File: config.mk
export PLATFORM = sky130hd
export DESIGN_NAME = driver
export DESIGN_NICKNAME = d
export VERILOG_FILES = /design/src/rtl/drv_pkg.sv /design/src/rtl/drv_fifo.sv /design/src/rtl/driver.sv
export SDC_FILE = /design/constraint.sdc
export NUM_CORES = 1
export LEC_CHECK = 0
export CAP_MARGIN = 20
export CORE_MARGIN = 3
export CORE_UTILIZATION = 50
export DETAILED_ROUTE_END_ITERATION = 16
export PLACE_DENSITY = 0.85
export SETUP_SLACK_MARGIN = 0.5
export SLEW_MARGIN = 20
export SYNTH_ARGS = -nofsm -noshare
export SYNTH_HDL_FRONTEND = slang
export SYNTH_HIERARCHICAL = 1
export SYNTH_SLANG_ARGS = --single-unit
File: constraint.sdc
create_clock -name clk -period 6.5 [get_ports clk]
set_input_delay 1.3 -clock clk [delete_from_list [all_inputs] [get_ports clk]]
set_output_delay 1.3 -clock clk [all_outputs]
set_load 0.05 [all_outputs]
File: src/rtl/drv_pkg.sv
// Shared packet definitions for the mesh terminal driver: field widths,
// field offsets above the payload, the agent transaction struct and the packer.
package drv_pkg;

  localparam int NXT_W      = 8;
  localparam int ROW_W      = 4;
  localparam int COL_W      = 4;
  localparam int MODE_W     = 1;
  localparam int HDR_W      = NXT_W + ROW_W + COL_W + MODE_W;
  localparam int PKT_MAX_W  = 64;
  localparam int DATO_MAX_W = PKT_MAX_W - HDR_W;

  // Header field offsets, counted upward from the first bit above the payload
  localparam int MODE_OFS = 0;
  localparam int COL_OFS  = MODE_OFS + MODE_W;
  localparam int ROW_OFS  = COL_OFS + COL_W;
  localparam int NXT_OFS  = ROW_OFS + ROW_W;

  typedef struct packed {
    logic [NXT_W-1:0]      nxt_jump;
    logic [ROW_W-1:0]      id_row;
    logic [COL_W-1:0]      id_colum;
    logic [MODE_W-1:0]     mode;
    logic [DATO_MAX_W-1:0] dato;
  } ag_dr_t;

  // Builds a pkt_w-bit packet right-aligned in a PKT_MAX_W vector; payload bits above pkt_w-HDR_W are dropped
  function automatic logic [PKT_MAX_W-1:0] pack_pkt(input ag_dr_t ag, input int unsigned pkt_w);
    logic [PKT_MAX_W-1:0] hdr;
    logic [PKT_MAX_W-1:0] body;
    logic [PKT_MAX_W-1:0] mask;
    hdr  = ({{(PKT_MAX_W-NXT_W){1'b0}}, ag.nxt_jump} << NXT_OFS)
         | ({{(PKT_MAX_W-ROW_W){1'b0}}, ag.id_row}   << ROW_OFS)
         | ({{(PKT_MAX_W-COL_W){1'b0}}, ag.id_colum} << COL_OFS)
         | ({{(PKT_MAX_W-MODE_W){1'b0}}, ag.mode}    << MODE_OFS);
    body = {{HDR_W{1'b0}}, ag.dato};
    mask = {PKT_MAX_W{1'b1}} >> (PKT_MAX_W - (pkt_w - HDR_W));
    return (hdr << (pkt_w - HDR_W)) | (body & mask);
  endfunction

endpackage

File: src/rtl/drv_fifo.sv
// Show-ahead packet FIFO with registered head, occupancy and flag outputs.
// Callers must only push when ready=1 and only pop when pndng=1.
module drv_fifo #(
  parameter int W     = 20,
  parameter int DEPTH = 4
) (
  input  logic                     clk,
  input  logic                     reset,
  input  logic                     push,
  input  logic                     pop,
  input  logic [W-1:0]             din,
  output logic [W-1:0]             dout,
  output logic [$clog2(DEPTH):0]   count,
  output logic                     ready,
  output logic                     pndng
);

  localparam int AW = $clog2(DEPTH);
  localparam int CW = AW + 1;

  logic [W-1:0]  mem_q [DEPTH];
  logic [W-1:0]  mem_d [DEPTH];
  logic [AW-1:0] wr_ptr_q, wr_ptr_d, rd_ptr_q, rd_ptr_d, rd_nxt_s;
  logic [CW-1:0] count_q, count_d;
  logic [W-1:0]  head_q, head_d;
  logic          ready_q, ready_d, pndng_q, pndng_d;

  always_comb begin
    mem_d    = mem_q;
    wr_ptr_d = wr_ptr_q;
    rd_ptr_d = rd_ptr_q;
    count_d  = count_q;
    head_d   = head_q;
    rd_nxt_s = rd_ptr_q + AW'(1);

    if (push) begin
      mem_d[wr_ptr_q] = din;
      wr_ptr_d        = wr_ptr_q + AW'(1);
    end else begin
      wr_ptr_d = wr_ptr_q;
    end

    if (pop) begin
      rd_ptr_d = rd_nxt_s;
    end else begin
      rd_ptr_d = rd_ptr_q;
    end

    case ({push, pop})
      2'b10:   count_d = count_q + CW'(1);
      2'b01:   count_d = count_q - CW'(1);
      default: count_d = count_q;
    endcase

    // Head comes from storage when an older entry remains, otherwise straight from the incoming packet
    if (count_d == {CW{1'b0}}) begin
      head_d = {W{1'b0}};
    end else if (pop && (count_q > CW'(1))) begin
      head_d = mem_q[rd_nxt_s];
    end else if (pop || (count_q == {CW{1'b0}})) begin
      head_d = din;
    end else begin
      head_d = head_q;
    end

    ready_d = (count_d < CW'(DEPTH));
    pndng_d = (count_d != {CW{1'b0}});
  end

  always_ff @(posedge clk) begin
    if (!reset) begin
      mem_q    <= '{default: {W{1'b0}}};
      wr_ptr_q <= {AW{1'b0}};
      rd_ptr_q <= {AW{1'b0}};
      count_q  <= {CW{1'b0}};
      head_q   <= {W{1'b0}};
      ready_q  <= 1'b0;
      pndng_q  <= 1'b0;
    end else begin
      mem_q    <= mem_d;
      wr_ptr_q <= wr_ptr_d;
      rd_ptr_q <= rd_ptr_d;
      count_q  <= count_d;
      head_q   <= head_d;
      ready_q  <= ready_d;
      pndng_q  <= pndng_d;
    end
  end

  assign dout  = head_q;
  assign count = count_q;
  assign ready = ready_q;
  assign pndng = pndng_q;

endmodule

File: src/rtl/driver.sv
// Mesh terminal driver: packs agent transactions into packets, queues them in a
// show-ahead FIFO for the mesh terminal and counts packets the mesh has taken.
module driver
  import drv_pkg::*;
#(
  parameter int pckg_sz   = 20,
  parameter int fifo_size = 4,
  parameter int row       = 2,
  parameter int column    = 2,
  parameter int drvrs     = row * column,
  parameter int id        = 0
) (
  input  logic                        clk,
  input  logic                        reset,
  input  logic                        in_valid,
  output logic                        in_ready,
  input  logic [7:0]                  nxt_jump,
  input  logic [3:0]                  id_row,
  input  logic [3:0]                  id_colum,
  input  logic                        mode,
  input  logic [pckg_sz-18:0]         dato,
  output logic [pckg_sz-1:0]          data_out_i_in,
  output logic                        pndng_i_in,
  input  logic                        popin,
  output logic [$clog2(fifo_size):0]  count,
  output logic [15:0]                 tx_count
);

  if (pckg_sz < 18 || pckg_sz > PKT_MAX_W || fifo_size < 2 ||
      (fifo_size & (fifo_size - 1)) != 0 || id < 0 || id >= drvrs) begin : g_bad_params
    $error("driver: illegal parameter combination");
  end

  ag_dr_t             ag_s;
  logic [pckg_sz-1:0] pkt_s;
  logic               push_s, pop_s;
  logic [15:0]        tx_count_q, tx_count_d;

  always_comb begin
    ag_s.nxt_jump = nxt_jump;
    ag_s.id_row   = id_row;
    ag_s.id_colum = id_colum;
    ag_s.mode     = mode;
    ag_s.dato     = DATO_MAX_W'(dato);
    pkt_s         = pckg_sz'(pack_pkt(ag_s, pckg_sz));
    push_s        = in_valid & in_ready;
    pop_s         = popin & pndng_i_in;
    if (pop_s) begin
      tx_count_d = tx_count_q + 16'd1;
    end else begin
      tx_count_d = tx_count_q;
    end
  end

  always_ff @(posedge clk) begin
    if (!reset) begin
      tx_count_q <= 16'd0;
    end else begin
      tx_count_q <= tx_count_d;
    end
  end

  drv_fifo #(
    .W     (pckg_sz),
    .DEPTH (fifo_size)
  ) u_fifo (
    .clk   (clk),
    .reset (reset),
    .push  (push_s),
    .pop   (pop_s),
    .din   (pkt_s),
    .dout  (data_out_i_in),
    .count (count),
    .ready (in_ready),
    .pndng (pndng_i_in)
  );

  assign tx_count = tx_count_q;

endmodule

# Word level (Yosys, flattened, before mapping)
# Index checks and enable logic that the tools add are counted.
# word_totals
ram_bits	0
latchBits	0
input_bits	24
mem_count	0
romBits	0
regBits	125
wordCells	49
# op_classes
add_sub_neg	5
n_reduce_logical	8
eq_ne	2
muxes	9
n_shift	0
n_lt_le_gt_ge	5
div_mod_pow	0
bitwise_logic	9
n_mul	0
# op_table
op	count
two-way mux 20 bit	5
bitwise mux 80 bit	1
binary-select mux 20 bit (select 2 bit)	1
demux 20 bit (select 2 bit)	1
bitwise OR 20 x 3 -> 20 bit	1
bitwise OR 17 x 1 -> 17 bit	1
bitwise OR 17 x 5 -> 17 bit	1
bitwise OR 17 x 9 -> 17 bit	1
adder 16 x 1 -> 16 bit, second input constant	1
greater-or-equal comparator 3 bit, second input constant	2
logical NOT 3 bit	2
inverter 2 -> 3 bit	2
case mux 3 bit (2 select lines)	1
adder 2 x 1 -> 2 bit, second input constant	2
adder 3 x 1 -> 3 bit, second input constant	1
greater-than comparator 3 x 1 -> 1 bit, second input constant	1
< comparator 3 x 1 -> 1 bit, second input constant	1
< comparator 3 bit, second input constant	1
nonzero test 3 bit	1
subtractor 3 x 1 -> 3 bit, second input constant	1
bitwise AND 1 bit	2
== test 2 x 1 -> 1 bit, second input constant	1
== test 2 bit, second input constant	1
logical AND 1 bit	2
other kinds (4)	4

# Longest topological paths before layout
# Gate-level depths: netlist (run 1).
# logic_depth
depth_word	6
depth_mapped	9
ltp_nobuf	7

# Modules after synthesis
# The synthesis (run 1) kept the hierarchy.
# by_module_without_submodules
mod	area_each_um2	cells_each	n_inst
drv_fifo	4765.8	528	1
driver	787.0	86	1

# Worst setup path before layout (run 1)
# Ideal clock, no wire load.
# synth_path
path_type	in2reg
startpoint	input in_valid
endpoint	register u_fifo.head_q[13], in the netlist u_fifo/dout[13]
setup_time_ps	103
slack_ps	3554
t_arrival_ps	2842
stages	8
t_required_ps	6397
cell_sequence	and2_1 -> buf_2 -> inv_1 -> ha_1 -> nor3b_2 -> o21ai_1 -> a31o_2 -> a2111oi_2
# synth_via
elab_chain_cells	5
elab_cells_between_ends	6
classes_between	eq/ne: 2; mux: 1; bitwise: 1; reduce/logical: 2
# synth_rtl
item	line_no	rtl
start, declared	driver.sv:15	input logic in_valid,
bitwise AND 1 bit (*)	driver.sv:46	push_s = in_valid & in_ready;
== test 2 x 1 -> 1 bit / == test 2 bit (equally long branches)	drv_fifo.sv:49	case ({push, pop})
case mux 3 bit (2 select lines) (*)	drv_fifo.sv:49	
logical NOT 3 bit (*)	drv_fifo.sv:56	if (count_d == {CW{1'b0}}) begin
OR reduction 2 bit (no source line) (*)	-	
end signal, assigned	drv_fifo.sv:76	head_q <= {W{1'b0}};
end, declared	drv_fifo.sv:25	logic [W-1:0] head_q, head_d;
# Every way passes the cells marked *; elsewhere a longest branch is shown, timed or not.
# A chain may end at the register's enable or synchronous reset.

# Worst setup path in the final report (run 1)
# layout_path
startpoint	input popin
endpoint	register u_fifo.head_q[19], in the netlist u_fifo/dout[19]
# layout_via
elab_chain_cells	5
elab_cells_between_ends	10
classes_between	eq/ne: 2; mux: 2; bitwise: 1; reduce/logical: 5
# layout_rtl
item	line_no	rtl
start, declared	driver.sv:24	input logic popin,
bitwise AND 1 bit (*)	driver.sv:47	pop_s = popin & pndng_i_in;
== test 2 x 1 -> 1 bit / == test 2 bit (equally long branches)	drv_fifo.sv:49	
case mux 3 bit (2 select lines)	drv_fifo.sv:49	
logical NOT 3 bit	drv_fifo.sv:56	
OR reduction 2 bit (no source line)	-	
# Marks and branches as above.

==> out/results.ini, run 1 <==
[outcome]
status = finished clean

[hold_path]
hold_path_class = register to register
min_path_cells = 2

[timing]
rsz0062_at_grt = false
fin_tns_setup_ns = 0
final-setup-viol-count = 0
finalMaxSlewViolations = 0
fin_crit_sh = 0.551
finClkSkew_ns = 0.00756
max_slew_margin = 0.311
tightest_slew_ns = 1.03
fin_ws_ns = 2.92
max_freq_mhz = 279
hold_viol = 0
min_period_ns = 3.58

[grt]
grt_pass1_vias = 4910
antenna_found_initial = 0
grt_start_max_net_pins = 67
grt_pass1_wl_um = 24400
grt_use_total = 0.244
overflow = 0

[detailed_routing]
drt-vias-per-instance = 5.95
drtIter0Drc = 608
ant_nets = 0
num_vias = 4813
drt_pass1_iterations = 6
wl_um = 15000
post-route-drc-count = 0
wl_per_cell_um = 18.6

[yosys]
synth.largest_area_cell = dfxtp_1
syn_area_um2 = 5550
synthCells = 614
synthTopCellsByArea = dfxtp_1 (45%), nand2_1 (13%), a21oi_1 (7.3%), mux4_2 (7.3%), a22oi_2 (4.1%)
synth_edf_count = 0
syn_area_per_cell_um2 = 9.04
yosys_warnings = 6
ys_types = 46
ys_seq_elements = 125
synth-main-ff-cell = dfxtp_1
synth_nets = 648
synth_top_area_frac = 0.451
ys_seq_area_frac = 0.451
ys_async_sr_fraction = 0

[pwr]
p_leak_nw = 2.34
power_mw = 2.21
p_per_area_nw_per_um2 = 327
ir_drop_mv = 0.185

[floorplan]
initial_core_util = 0.526
row_count = 37
die_x_um = 111
io_pins = 65
die_h_um = 111
core_um2 = 10600
dieArea_um2 = 12400

[setup_path]
reg2reg_depth = 7
crit_fanout = 22
crit_cells = 8
end_kind = register
critPathKind = input port to register
critPathTopFamily = compound AO/OA/AOI/OAI gates
crit_path_cell_trace = clkdlybuf4s50_1, and2_1, inv_1, ha_1, nor2b_1, o21ai_0, a31o_2, a22oi_1
arrival_ns = 3.93
cpMaxStageDelayCell = a31o_2
cp_slowest_stage_delay_ns = 0.68
cp.required_ns = 6.85
critical_path_buf_inv_count = 2
start_kind = input port

[clocking]
clkLatencyLatePin_ns = 0.51
cts-root-buf = clkbuf_8
ctsResizeCount = 0
htreeDepth = 4
clock_sinks = 125
cts_hold_buffers = 0
cts_setup_buffers = 0
cts_buffer_depth = 2
numCtsBuffers = 17
clkTransAtPathRegs_ns = 0.05
cts_tree = built

[layout]
fillers = 798
drive_above_1_share = 0.134
nets = 694
final_cell_mix = nand2_1 (192), dfxtp_1 (125), a21oi_1 (81)
fin_area_um2 = 6770
final_common_cell = nand2_1
final_util = 0.641
area_growth_syn_to_layout_pct = 21.8
diodes = 0

[placement]
postPlaceCellArea_um2 = 6170
gp_congestion = 0.791
dp_hpwl_um = 9070
io_buffers = 64
dp_slack_ns = 2.47

[flow_run]
cap_violations = 0

[worst paths after layout]
check                      to             start  slack, ns
max           u_fifo/dout[19]             popin       2.92
min          u_fifo/mem_q[22]  u_fifo/mem_q[22]       0.45
max reg2reg   u_fifo/dout[19]      u_fifo/pndng       3.83
min reg2reg  u_fifo/mem_q[22]  u_fifo/mem_q[22]       0.45
[logic make-up (layout without fill, tap and decap cells)]
family          count (synthesis)  in the layout  synth area share
mux                            26             26            0.0933
compound gates                129            129             0.159
flops                         125            125             0.451
xor+xnor                       14             14            0.0221
simple gates                  256            256             0.202
buf+inv                        54            113            0.0498
fa+ha+maj                      10             10            0.0225
[synthesized netlist by cell type, types with 2 or more instances]
| library cell | n |
|---|---|
| a21oi_1 | 81 |
| nand3_1 | 6 |
| mux2i_1 | 6 |
| nand4_1 | 3 |
| mux4_2 | 18 |
| xnor2_1 | 11 |
| buf_2 | 8 |
| a31o_2 | 2 |
| xor2_1 | 3 |
| dfxtp_1 | 125 |
| a22oi_1 | 20 |
| nor3_1 | 5 |
| inv_1 | 11 |
| inv_2 | 2 |
| buf_4 | 3 |
| nand2b_1 | 3 |
| and3_1 | 2 |
| nor2_1 | 22 |
| and2_1 | 8 |
| buf_6 | 7 |
| buf_1 | 2 |
| clkbuf_1 | 21 |
| mux4_1 | 2 |
| ha_1 | 10 |
| nor2b_1 | 4 |
| a22oi_2 | 18 |
| nand2_1 | 192 |
[report_power, final]
group / switching [mW] / internal (mW) / total [mW]
sequential: 0.0354 / 0.810 / 0.846
clock: 0.328 / 0.612 / 0.940
combinational: 0.281 / 0.145 / 0.426
[tightest hold or removal path: stages, from the launching register on]
cell and delay (ns):
dfxtp_1 0.30, nand2_1 0.05, a21oi_1 0.05
[stage by stage]
stage,std cells,hold WS [ns]
after CTS,809,0.454
after global placement,777,0.438
after floorplan,614,0.432
final,809,0.451
after global routing,809,0.469
after detailed placement,777,0.446
[state kept, by name, indices dropped and copies added, names as in the netlist]
| signal | cells |
|---|---|
| u_fifo/mem_q | 80 |
| u_fifo/dout | 20 |
| tx_count | 16 |
| u_fifo/count | 3 |
| u_fifo/rd_ptr_q | 2 |
| u_fifo/wr_ptr_q | 2 |
| u_fifo/pndng | 1 |
| u_fifo/ready | 1 |
[cell type report]
type                            count  area [um2]  area share
Clock buffer                       21         459      0.0679
Clock inverter                     11         140      0.0207
Inverter                           13        48.8     0.00721
Multi-Input combinational cell    435        2770       0.410
Sequential cell                   125        2500       0.370
Tap cell                          136         170      0.0252
Timing Repair Buffer               68         671      0.0991
[metal layers]
| layer | track usage | vias to the layer above | wire length [um] |
|---|---|---|---|
| met4 | 0.126 | 0 | 507 |
| met5 | 0 | - | 0 |
| li1 | - | 2176 | - |
| met2 | 0.431 | 280 | 7540 |
| met1 | 0.275 | 2300 | 5700 |
| met3 | 0.0565 | 57 | 1270 |
Power figures use the tool's default switching activity.
==> run 2, diff against run 1 <==
==> constraint.sdc (replaced) <==
create_clock -name clk -period 3.7 [get_ports clk]
set_input_delay 0.74 -clock clk [delete_from_list [all_inputs] [get_ports clk]]
set_output_delay 0.74 -clock clk [all_outputs]
set_load 0.05 [all_outputs]
==> out/results.ini, run 2 (synthesis results as in run 1) <==
[setup_path]
crit_cells = 9  ; +1
reg2reg_depth = 8  ; +1
end_kind = register
crit_fanout = 10  ; -55%
startpoint = popin
cpMaxStageDelayCell = clkdlybuf4s50_1
critPathTopFamily = buffers and inverters
start_kind = input port
cp.required_ns = 4.12  ; -2.73 ns
arrival_ns = 3.18  ; -0.75 ns
cp_slowest_stage_delay_ns = 0.54  ; -0.14 ns
timing.rr.end = u_fifo/dout[19]
crit_path_cell_trace = clkdlybuf4s50_1, and2_1, inv_1, ha_1, nor2b_1, o21ai_0, a31o_2, buf_4, a22oi_1
cp-endpoint = u_fifo/dout[19]
rr_startpoint = u_fifo/pndng
critical_path_buf_inv_count = 3  ; +1
r2r_slack_ns = 1.27  ; -2.56 ns
critPathKind = input port to register

[timing]
min_period_ns = 2.76
max_slew_margin = 0.347  ; +0.0357
tightest_slew_ns = 0.977  ; -0.0559 ns
fin_tns_setup_ns = 0  ; unchanged
fin_crit_sh = 0.745
finClkSkew_ns = 0.00621  ; -0.00135 ns
hold_viol = 0  ; unchanged
rsz0062_at_grt = false
final-setup-viol-count = 0  ; unchanged
finalMaxSlewViolations = 0  ; unchanged
max_freq_mhz = 363

[clocking]
cts_buffer_depth = 2  ; unchanged
cts_tree = built
cts_setup_buffers = 0  ; unchanged
numCtsBuffers = 17  ; unchanged
clkTransAtPathRegs_ns = 0.06  ; about the same
clkLatencyLatePin_ns = 0.54  ; +0.03 ns
htreeDepth = 4  ; unchanged
cts-root-buf = clkbuf_8
clock_sinks = 125  ; unchanged
ctsResizeCount = 0  ; unchanged
cts_hold_buffers = 0  ; unchanged

[floorplan]
die_x_um = 111  ; unchanged
row_count = 37  ; unchanged
core_um2 = 10600  ; unchanged
initial_core_util = 0.526  ; unchanged
dieArea_um2 = 12400  ; unchanged
die_h_um = 111  ; unchanged
io_pins = 65  ; unchanged

[layout]
top_register = u_fifo/mem_q
largest_reg_flops = 80  ; unchanged
instances_no_fill = 817  ; +0.99%
final_cell_mix = nand2_1 (192), dfxtp_1 (125), a21oi_1 (81)
diodes = 0  ; unchanged
drive_above_1_share = 0.145  ; +0.0116
area_growth_syn_to_layout_pct = 23.7
final_common_cell = nand2_1
nets = 702  ; +1.2%
fillers = 786  ; -1.5%
multi_input_area_um2 = 2770  ; unchanged
final_util = 0.651  ; +0.0101
register_area_um2 = 2500  ; unchanged

[pwr]
p_seq_frac = 0.368  ; -0.015
pwr-share-comb = 0.185  ; -0.008
p_per_area_nw_per_um2 = 588  ; +80%
clock_power_share = 0.447  ; +0.022
internal-power_mw = 2.89  ; +85%
sw_frac_of_total = 0.284  ; -0.00705
p_leak_nw = 2.40  ; +2.5%
switchingPower_mw = 1.15  ; +78%
ir_drop_mv = 0.242  ; +31%

[placement]
gp_congestion = 0.846  ; +6.9%
io_buffers = 64  ; unchanged
dp_hpwl_um = 9330  ; +2.8%
dp.cells = 785  ; +1.0%

[detailed_routing]
wl_per_cell_um = 18.2  ; -1.7%
ant_nets = 0  ; unchanged
drt_pass1_iterations = 9  ; +3
drt-vias-per-instance = 5.94  ; -0.14%
post-route-drc-count = 0  ; unchanged
num_vias = 4854  ; +0.85%
drtIter0Drc = 529  ; -13%
wl_um = 14900  ; -0.74%

[grt]
grt_pass1_vias = 4890  ; -0.41%
grt_pass1_wl_um = 24300  ; -0.59%
grt_use_total = 0.246  ; +0.00155
overflow = 0  ; unchanged
grt_start_max_net_pins = 64  ; -4.5%
antenna_found_initial = 0  ; unchanged

[outcome]
status = finished clean

[flow_run]
cap_violations = 0  ; unchanged

[hold_path]
hold_path_class = register to register

[run 2: how the worst min path moves through the flow]
stage	start	to	slack, ns	depth (start not counted)
after floorplan	u_fifo/mem_q[30]	u_fifo/mem_q[30]	0.43	2
after global placement	u_fifo/mem_q[19]	u_fifo/mem_q[19]	0.44	2
after detailed placement	u_fifo/mem_q[72]	u_fifo/mem_q[72]	0.44	2
after CTS	u_fifo/mem_q[72]	u_fifo/mem_q[72]	0.45	2
after global routing	u_fifo/mem_q[18]	u_fifo/mem_q[18]	0.47	2
final	u_fifo/mem_q[72]	u_fifo/mem_q[72]	0.45	2
[run 2: power by group through the flow]
stage | clock network, mW | registers (mW) | logic (mW)
CTS | 1.81 | 1.49 | 0.740
global placement | 0 | 1.51 | 0.710
global route | 1.88 | 1.50 | 0.785
floorplan | 0 | 1.67 | 0.358
detailed placement | 0 | 1.51 | 0.733
finish | 1.81 | 1.49 | 0.749
[run 2: metal layers]
| layer | GRT usage | vias up | wire, um |
|---|---|---|---|
| met3 | 0.0728 | 59 | 1190 |
| met5 | 0 | - | 0 |
| met4 | 0.104 | 0 | 402 |
| li1 | - | 2197 | - |
| met1 | 0.282 | 2352 | 5670 |
| met2 | 0.427 | 246 | 7640 |
[run 2: layout make-up]
type,count,area share
Clock inverter,12,0.0277
Timing Repair Buffer,76,0.106
Clock buffer,20,0.0663
Tap cell,136,0.0248
Sequential cell,125,0.364
Inverter,13,0.00710
Multi-Input combinational cell,435,0.404
[run 2: worst reg2reg max path: cells and delay by family, from the launching register on]
kind,cells,cell delay (ns)
DFF,1,0.41
and+or+nand+nor,2,0.52
AOI/OAI and AO/OA,3,0.71
buffers and inverters,2,0.41
adders and majority gates,1,0.26
[run 2: stage by stage]
step | cell area [um2] | total power, mW | hold slack (ns) | setup slack [ns]
floorplan | 5550 | 2.03 | 0.432 | 1.31
global placement | 6230 | 2.22 | 0.438 | 0.641
detailed placement | 6230 | 2.25 | 0.445 | 0.466
CTS | 6870 | 4.04 | 0.452 | 1.02
global route | 6870 | 4.16 | 0.468 | 0.816
finish | 6870 | 4.04 | 0.450 | 0.944
